==> config.mk <==
export PLATFORM = sky130hd
export DESIGN_NAME = delay_line
export DESIGN_NICKNAME = d
export VERILOG_FILES = /design/src/rtl/delay_line.sv
export SDC_FILE = /design/constraint.sdc
export NUM_CORES = 1
export LEC_CHECK = 0
export CAP_MARGIN = 25
export CORE_MARGIN = 3
export CORE_UTILIZATION = 45
export CTS_CLUSTER_DIAMETER = 50
export DETAILED_ROUTE_END_ITERATION = 12
export DONT_BUFFER_PORTS = 1
export HOLD_SLACK_MARGIN = 0.02
export SLEW_MARGIN = 0
export SYNTH_ARGS = -nofsm -noshare
export SYNTH_HDL_FRONTEND = slang
export SYNTH_SLANG_ARGS = --single-unit
==> constraint.sdc <==
create_clock -name clk_i -period 2 [get_ports clk_i]
set_clock_uncertainty 0.2 [all_clocks]
set_input_delay 0.4 -clock clk_i [delete_from_list [all_inputs] [get_ports clk_i]]
set_output_delay 0.4 -clock clk_i [all_outputs]
set_load 0.05 [all_outputs]
==> src/rtl/delay_line.sv <==
// Programmable delay line: word/valid pairs delayed by dly_q enabled cycles (0..MAX_DELAY), with a fill indicator.
// Latency is dly_q enabled cycles. en_i low freezes every stage. There is no backpressure.
module delay_line #(
  parameter int WIDTH     = 1,
  parameter int MAX_DELAY = 16,
  parameter int DW        = $clog2(MAX_DELAY + 1)
) (
  input  logic             clk_i,
  input  logic             rst_i,
  input  logic             en_i,
  input  logic [DW-1:0]    dly_i,
  input  logic [WIDTH-1:0] d_i,
  input  logic             dv_i,
  output logic [WIDTH-1:0] d_o,
  output logic             dv_o,
  output logic             primed_o
);

  localparam logic [DW-1:0] MaxDly = DW'(MAX_DELAY);

  // Entry k-1 holds stage k.
  logic [WIDTH-1:0]     data_q [MAX_DELAY];
  logic [MAX_DELAY-1:0] vld_q;
  logic [DW-1:0]        dly_q, dly_d;
  logic [DW-1:0]        fill_q, fill_d;

  always_comb begin
    dly_d = dly_i;
    if (dly_i > MaxDly) dly_d = MaxDly;
  end

  // A pending delay change restarts the fill count even when en_i is high.
  always_comb begin
    fill_d = fill_q;
    if (dly_d != dly_q) begin
      fill_d = '0;
    end else if (en_i && (fill_q != MaxDly)) begin
      fill_d = fill_q + DW'(1);
    end
  end

  always_ff @(posedge clk_i) begin
    dly_q <= dly_d;
    if (rst_i) begin
      for (int k = 0; k < MAX_DELAY; k++) begin
        data_q[k] <= '0;
      end
      vld_q  <= '0;
      fill_q <= '0;
    end else begin
      fill_q <= fill_d;
      if (en_i) begin
        data_q[0] <= d_i;
        vld_q[0]  <= dv_i;
        for (int k = 1; k < MAX_DELAY; k++) begin
          data_q[k] <= data_q[k-1];
          vld_q[k]  <= vld_q[k-1];
        end
      end
    end
  end

  always_comb begin
    d_o  = d_i;
    dv_o = dv_i;
    for (int k = 1; k <= MAX_DELAY; k++) begin
      if (dly_q == DW'(k)) begin
        d_o  = data_q[k-1];
        dv_o = vld_q[k-1];
      end
    end
  end

  assign primed_o = (fill_q >= dly_q);

endmodule
==> impl_metrics.prom, run 1 <==
# TYPE chip_impl_metric gauge
chip_impl_info{name="status",value="complete, but fails checks"} 1
chip_impl_info{name="failed_checks",value="negative setup slack"} 1
chip_impl_metric{name="finalWorstPathRequiredPeriod",unit="ns"} 2.50
chip_impl_metric{name="initial_utilization",unit="%"} 47.6
chip_impl_metric{name="synthDistinctLibCells",unit=""} 54
chip_impl_metric{name="synth.ff_latch_count",unit=""} 42
chip_impl_metric{name="cts-htree-levels",unit=""} 2
chip_impl_metric{name="leakage_power_figure",unit="nW"} 1.21
chip_impl_info{name="critPathLaunch",value="dly_q[0]$_DFF_P_"} 1
chip_impl_metric{name="drv.max_cap_violation_count",unit=""} 0
chip_impl_metric{name="die_y",unit="um"} 77.4
chip_impl_metric{name="fmax",unit="MHz"} 400
chip_impl_metric{name="die_area",unit="um^2"} 5990
chip_impl_metric{name="vdd.ir_drop.worst",unit="mV"} 0.277
chip_impl_info{name="crit_path_cell_trace",value="buf_8 -> and3b_1 -> a31oi_1 -> or3_1 -> a31o_1 -> a21oi_4 -> buf_12"} 1
chip_impl_metric{name="die_width",unit="um"} 77.4
chip_impl_metric{name="ant_nets",unit=""} 0
chip_impl_metric{name="port-buffer-count",unit=""} 0
chip_impl_metric{name="drt-initial-drc-count",unit=""} 122
chip_impl_metric{name="critPathRequiredTime",unit="ns"} 1.40
chip_impl_metric{name="cp_slowest_stage_delay",unit="ns"} 0.42
chip_impl_metric{name="synth-edff-count",unit=""} 16
chip_impl_metric{name="postSynth.asyncResetShare",unit="%"} 0
chip_impl_metric{name="via_count",unit=""} 1865
chip_impl_metric{name="clkTransAtPathRegs",unit="ns"} 0.08
chip_impl_metric{name="io_pins",unit=""} 13
chip_impl_metric{name="fin_crit_sh",unit="%"} 125
chip_impl_info{name="crit-reg2reg-launch",value="fill_q[1]$_SDFFE_PP0P_"} 1
chip_impl_metric{name="path_max_fanout",unit=""} 7
chip_impl_metric{name="synth_cells",unit=""} 234
chip_impl_metric{name="grt_first_pass_wirelength",unit="um"} 9000
chip_impl_metric{name="mappedNetlistArea",unit="um^2"} 2290
chip_impl_metric{name="globalRouteTotalUtil",unit="%"} 19.0
chip_impl_metric{name="final.setup.worst_slack",unit="ns"} -0.501
chip_impl_metric{name="syn-num-nets",unit=""} 251
chip_impl_metric{name="synthToLayoutAreaGrowth",unit="%"} 30.7
chip_impl_metric{name="fp.coreArea",unit="um^2"} 4820
chip_impl_metric{name="max_slew_violation_count",unit=""} 0
chip_impl_metric{name="hpwlAfterDp",unit="um"} 3670
chip_impl_metric{name="proportion_of_synthesized_chip_area_in_sequential_cells",unit="%"} 43.7
chip_impl_metric{name="grt_pass1_vias",unit=""} 1814
chip_impl_metric{name="drt_first_pass_iters",unit=""} 4
chip_impl_metric{name="vias_per_cell",unit=""} 5.33
chip_impl_info{name="cts_tree",value="built"} 1
chip_impl_info{name="startpoint_class",value="flop"} 1
chip_impl_info{name="worst_setup_path_end_kind",value="output port"} 1
chip_impl_metric{name="pin_count_of_the_biggest_net_entering_global_routing",unit=""} 23
chip_impl_metric{name="timing_worst_slew_pin_value",unit="ns"} 0.549
chip_impl_metric{name="fill_count",unit=""} 428
chip_impl_metric{name="wp_data_arrival",unit="ns"} 1.90
chip_impl_metric{name="finalHoldWorstSlack",unit="ns"} 0.0477
chip_impl_info{name="hold_path.startpoint",value="dly_i[3]"} 1
chip_impl_metric{name="final-hold-violation-count",unit=""} 0
chip_impl_metric{name="power.density_cell_area",unit="nW/um^2"} 603
chip_impl_metric{name="layout_utilization",unit="%"} 62.2
chip_impl_metric{name="num-nets-final",unit=""} 299
chip_impl_metric{name="synth.yosys.warnings",unit=""} 0
chip_impl_metric{name="gp_congestion",unit=""} 0.975
chip_impl_metric{name="drc_errors",unit=""} 0
chip_impl_metric{name="drt-total-wl",unit="um"} 5440
chip_impl_info{name="min-delay-path-class",value="primary input to flop"} 1
chip_impl_metric{name="routedWlPerCell",unit="um"} 15.6
chip_impl_metric{name="antenna_violations_before_repair",unit=""} 0
chip_impl_metric{name="insertedDiodeCount",unit=""} 0
chip_impl_metric{name="insertion_delay",unit="ns"} 0.30
chip_impl_info{name="worst_path_max_delay_cell",value="dfxtp_4"} 1
chip_impl_metric{name="layout-drive-gt1-share",unit="%"} 33.2
chip_impl_metric{name="cts_buffer_depth",unit=""} 2
chip_impl_metric{name="avgSynthCellArea",unit="um^2"} 9.80
chip_impl_info{name="synth_top_flop_cell",value="dfxtp_1"} 1
chip_impl_metric{name="rows",unit=""} 25
chip_impl_info{name="cts.root.buffer_cell",value="clkbuf_8"} 1
chip_impl_info{name="crit_type",value="flop to output port"} 1
chip_impl_metric{name="setup_viol_count_final",unit=""} 3
chip_impl_info{name="rsz0062_at_grt",value="yes"} 1
chip_impl_metric{name="sinks_on_clock_net",unit=""} 42
chip_impl_metric{name="relSlewSlack",unit="%"} 63.3
chip_impl_metric{name="cts_buffers",unit=""} 5
chip_impl_metric{name="grt_remaining_overflow",unit=""} 0
[kinds of logic after synthesis]
logic type / share of synthesized area, %
xor gates and xnor gates: 3.06
adders and majority gates: 3.82
and+or+nand+nor: 21.0
DFF: 43.7
buffers and inverters: 4.69
muxes: 9.28
AOI/OAI and AO/OA: 14.5
[worst paths after layout]
path	end	slack, ns	cells after the start
worst min-delay path	dly_q[3]$_DFF_P_	0.05	1
worst max-delay path	d_o	-0.50	7
worst max register to register	fill_q[1]$_SDFFE_PP0P_	0.29	7
worst min register to register	vld_q[8]$_SDFFE_PP0P_	0.33	2
[cells in the final DEF, fill, tap and decap left out, drive strengths merged, types with 2 or more instances in the layout]
master       instances
buf                 52
nor2                31
dfxtp               26
mux2i               19
edfxtp              16
nor2b               13
and2                10
o21ai               10
inv                  8
a21oi                8
ha                   7
nand4                6
clkbuf               6
xor2                 5
nand2b               5
nand2                4
nand3                4
a21o                 4
or2                  3
o211ai               3
a31oi                3
xnor2                3
o31ai                3
nor3                 3
or3                  2
nor4                 2
a2111oi              2
dlygate4sd3          2
mux2                 2
a31o                 2
clkinv               2
[area by class of cell]
type | count | area [um^2] | share of cell area [%]
Clock inverter | 2 | 8.76 | 0.292
Tap cell | 67 | 83.8 | 2.80
Multi-Input combinational cell | 171 | 1330 | 44.4
Clock buffer | 6 | 72.6 | 2.42
Timing Repair Buffer | 54 | 449 | 15.0
Inverter | 8 | 32.5 | 1.09
Sequential cell | 42 | 1020 | 34.0
[metal layers]
metal / wire (um) / vias up / global-route usage (%)
met4: 65 / 0 / 6.94
met2: 2560 / 36 / 29.4
met5: 0 / - / 0
met3: 216 / 5 / 3.13
li1: - / 942 / -
met1: 2600 / 882 / 26.8
[state kept, by name, indices dropped and copies added, names as in the netlist]
register and cells:
vld_q 16, dly_q 5, fill_q 5, data_q 16
[cells in the mapped netlist (4+ instances only)]
| library cell | n | area [um^2] |
|---|---|---|
| and2_1 | 10 | 62.6 |
| buf_4 | 4 | 30.0 |
| nand3_1 | 4 | 20.0 |
| a21o_1 | 4 | 30.0 |
| nand2_1 | 4 | 15.0 |
| mux2i_1 | 19 | 190 |
| dfxtp_1 | 26 | 521 |
| nand2b_1 | 5 | 31.3 |
| nor2b_1 | 13 | 81.3 |
| o21ai_0 | 8 | 40.0 |
| ha_1 | 7 | 87.6 |
| inv_1 | 8 | 30.0 |
| xor2_1 | 5 | 43.8 |
| edfxtp_1 | 16 | 480 |
| nor2_1 | 30 | 113 |
| a21oi_1 | 6 | 30.0 |
| nand4_1 | 6 | 37.5 |
| buf_2 | 5 | 25.0 |
[report_power, final]
group / internal (mW) / switching (mW)
combinational: 0.171 / 0.159
sequential: 0.917 / 0.0312
clock: 0.240 / 0.288
total: 1.33 / 0.479
[critical path: cells and delay by family (launching register included)]
family	cells	cell delay [ns]
simple gates	2	0.48
buf+inv	2	0.29
flops	1	0.42
compound gates	3	0.41
[what timing repair did]
item	in CTS	in global routing
hold buffers	2	0
buffers inserted	6	3
endpoints found under the hold margin	21	0
pin swaps	7	8
gates resized for setup	19	15
setup endpoints to repair	3	3
[through the flow]
stage	power (mW)	TNS (ns)	cells	cell area (um^2)	worst slack [ns]
after floorplan	1.16	-0.342	234	2370	-0.125
after global placement	1.25	-0.788	332	2700	-0.299
after detailed placement	1.25	-0.737	332	2700	-0.259
after CTS	1.80	-1.42	348	2930	-0.504
after global routing	1.88	-1.58	350	3000	-0.563
final	1.81	-1.41	350	3000	-0.501
No activity file was read; power rests on OpenSTA's default activity.
==> inputs of run 2 (changes only) <==
- PLACE_DENSITY: unset -> 0.72
==> run 2 against run 1 <==
Net effect: clock-buffer cell count up 2; clock power down 3%; largest power group unchanged; routed wire length down 2.1%; the run still ends with negative setup slack left; sequential share of layout area up 0.29 points; cell area down 1.1%; fmax up 0.19%; final cell count down 1.1%; via count up 1.7%; global-route usage down 0.75 points; core utilization down 0.68 points; first-iteration DRC count up 16%.
==> impl_metrics.prom, run 2 (synthesis gave the netlist of run 1 again) <==
# TYPE chip_impl_metric gauge
chip_impl_info{name="final_cell_mix",value="buf_4, nor2_1, dfxtp_1, mux2i_1, edfxtp_1"} 1
chip_impl_metric{name="vias_per_cell",unit=""} 5.48
chip_impl_metric{name="gp_congestion",unit=""} 0.845
chip_impl_metric{name="post-route-cell-area",unit="um^2"} 2960
chip_impl_metric{name="timing_worst_slew_pin_value",unit="ns"} 0.547
chip_impl_metric{name="grt_remaining_overflow",unit=""} 0
chip_impl_metric{name="leakage_power_figure",unit="nW"} 1.19
chip_impl_metric{name="io_pins",unit=""} 13
chip_impl_metric{name="cts-htree-levels",unit=""} 2
chip_impl_metric{name="ff_latch_area",unit="um^2"} 1020
chip_impl_metric{name="max_slew_violation_count",unit=""} 0
chip_impl_metric{name="layout-drive-gt1-share",unit="%"} 32.6
chip_impl_metric{name="finalWorstPathRequiredPeriod",unit="ns"} 2.50
chip_impl_metric{name="fp.coreArea",unit="um^2"} 4820
chip_impl_metric{name="final.setup.tns",unit="ns"} -1.41
chip_impl_metric{name="drc_errors",unit=""} 0
chip_impl_metric{name="routedWlPerCell",unit="um"} 15.4
chip_impl_metric{name="rows",unit=""} 25
chip_impl_metric{name="pin_count_of_the_biggest_net_entering_global_routing",unit=""} 23
chip_impl_metric{name="clkTransAtPathRegs",unit="ns"} 0.07
chip_impl_metric{name="hpwlAfterDp",unit="um"} 3570
chip_impl_metric{name="synthToLayoutAreaGrowth",unit="%"} 29.3
chip_impl_metric{name="num-nets-final",unit=""} 295
chip_impl_metric{name="total_power",unit="mW"} 1.79
chip_impl_metric{name="die_area",unit="um^2"} 5990
chip_impl_info{name="biggestRegsByFlops",value="data_q (16), vld_q (16)"} 1
chip_impl_metric{name="ant_nets",unit=""} 0
chip_impl_metric{name="cts_buffer_depth",unit=""} 2
chip_impl_metric{name="fill_count",unit=""} 388
chip_impl_metric{name="wp_data_arrival",unit="ns"} 1.90
chip_impl_metric{name="worst_r2r_path_depth",unit=""} 8
chip_impl_metric{name="grt_first_pass_wirelength",unit="um"} 8800
chip_impl_metric{name="final-hold-violation-count",unit=""} 0
chip_impl_metric{name="fin_crit_sh",unit="%"} 125
chip_impl_metric{name="power.density_cell_area",unit="nW/um^2"} 603
chip_impl_info{name="status",value="complete, but fails checks"} 1
chip_impl_metric{name="die_y",unit="um"} 77.4
chip_impl_metric{name="sinks_on_clock_net",unit=""} 42
chip_impl_metric{name="drt-initial-drc-count",unit=""} 142
chip_impl_metric{name="insertion_delay",unit="ns"} 0.28
chip_impl_info{name="crit-reg2reg-launch",value="dly_q[0]$_DFF_P_"} 1
chip_impl_info{name="cts_tree",value="built"} 1
chip_impl_metric{name="drv.max_cap_violation_count",unit=""} 0
chip_impl_metric{name="drt-total-wl",unit="um"} 5330
chip_impl_info{name="failed_checks",value="negative setup slack"} 1
chip_impl_info{name="crit_type",value="flop to output port"} 1
chip_impl_metric{name="path_max_fanout",unit=""} 6
chip_impl_info{name="hold_path.startpoint",value="dly_i[0]"} 1
chip_impl_info{name="startpoint_class",value="flop"} 1
chip_impl_metric{name="fmax",unit="MHz"} 401
chip_impl_metric{name="worst_hold_path.num_cells",unit=""} 1
chip_impl_info{name="min-delay-path-class",value="primary input to flop"} 1
chip_impl_metric{name="antenna_violations_before_repair",unit=""} 0
chip_impl_metric{name="finalHoldWorstSlack",unit="ns"} 0.0439
chip_impl_metric{name="setup.reg_to_reg.worst_slack",unit="ns"} 0.21
chip_impl_info{name="cts.root.buffer_cell",value="clkbuf_8"} 1
chip_impl_metric{name="grt_pass1_vias",unit=""} 1883
chip_impl_info{name="rr_endpoint",value="fill_q[0]$_SDFFE_PP0P_"} 1
chip_impl_metric{name="vdd.ir_drop.worst",unit="mV"} 0.420
chip_impl_info{name="rsz0062_at_grt",value="yes"} 1
chip_impl_metric{name="cts_buffers",unit=""} 5
chip_impl_metric{name="die_width",unit="um"} 77.4
chip_impl_metric{name="port-buffer-count",unit=""} 0
chip_impl_metric{name="final.setup.worst_slack",unit="ns"} -0.496
chip_impl_metric{name="multiInputGateArea",unit="um^2"} 1330
chip_impl_metric{name="relSlewSlack",unit="%"} 63.4
chip_impl_metric{name="setup_viol_count_final",unit=""} 3
chip_impl_info{name="timing.hold.worst_endpoint",value="dly_q[0]$_DFF_P_"} 1
chip_impl_metric{name="via_count",unit=""} 1897
chip_impl_metric{name="post_dp_cell_area",unit="um^2"} 2670
chip_impl_info{name="final_common_cell",value="buf_4"} 1
chip_impl_metric{name="insertedDiodeCount",unit=""} 0
chip_impl_metric{name="globalRouteTotalUtil",unit="%"} 18.3
chip_impl_info{name="worst_setup_path_end_kind",value="output port"} 1
chip_impl_metric{name="initial_utilization",unit="%"} 47.6
chip_impl_metric{name="critPathRequiredTime",unit="ns"} 1.40
chip_impl_metric{name="drt_first_pass_iters",unit=""} 5
[run 2: cell count changes in the layout (fill, tap and decap cells not counted), moves of 2 or more]
cell / previous run / this run
clkbuf_1: 1 / 3
nand2_2: 0 / 2
buf_4: 45 / 41
nand2_1: 4 / 2
[run 2: final cells by class]
| cell class | count | share of cell area [%] |
|---|---|---|
| multi-input combinational | 171 | 44.7 |
| sequential | 42 | 34.3 |
| timing repair buffer | 50 | 14.3 |
| tap | 67 | 2.83 |
| clock buffer | 8 | 2.70 |
| inverter | 8 | 1.10 |
[run 2: stage by stage]
stage                     util [%]  worst slack (ns)  std cells
after CTS                     59.5            -0.461        341
after floorplan                  -            -0.125        234
final                         61.5            -0.496        346
after global placement        55.5            -0.245        326
after global routing          61.5            -0.586        346
after detailed placement      55.5            -0.268        326
[run 2: timing repair]
item	4_1_cts	5_1_grt
hold endpoints to repair	21	0
pin swaps	8	8
hold buffers	2	0
gates cloned	0	0
resized for setup	19	18
buffers inserted	5	5
endpoints found under the setup margin	3	3
[run 2: metal layers]
metal  up-vias  GRT usage (%)  part of all wire (%)
li1        933              -                     -
met3        12           3.71                   4.6
met4         0           8.54                   2.7
met5         -              0                     0
met2        55           29.7                    46
met1       897           23.2                    47
[run 2: power by group]
part           switching, mW  leakage (nW)  internal, mW
Sequential            0.0300         0.391         0.918
Combinational          0.161         0.758         0.167
Clock                  0.264        0.0395         0.248
[run 2: worst max-delay path by stage]
| stage | from | to |
|---|---|---|
| 6_report | dly_q[0]$_DFF_P_ | d_o |
| 5_1_grt | dly_q[0]$_DFF_P_ | d_o |
| 4_1_cts | dly_q[0]$_DFF_P_ | dv_o |
| 3_5_place_dp | dly_q[0]$_DFF_P_ | primed_o |
| 3_3_place_gp | dly_q[2]$_DFF_P_ | d_o |
| 2_1_floorplan | dly_q[0]$_DFF_P_ | dv_o |
[run 2: critical path: stages, from the launching register on]
cell     delay [ns]
dfxtp_4        0.38
buf_6          0.14
buf_4          0.13
or2_2          0.29
a21oi_1        0.18
nor4_2         0.08
a21oi_2        0.19
a21oi_4        0.09
buf_12         0.15
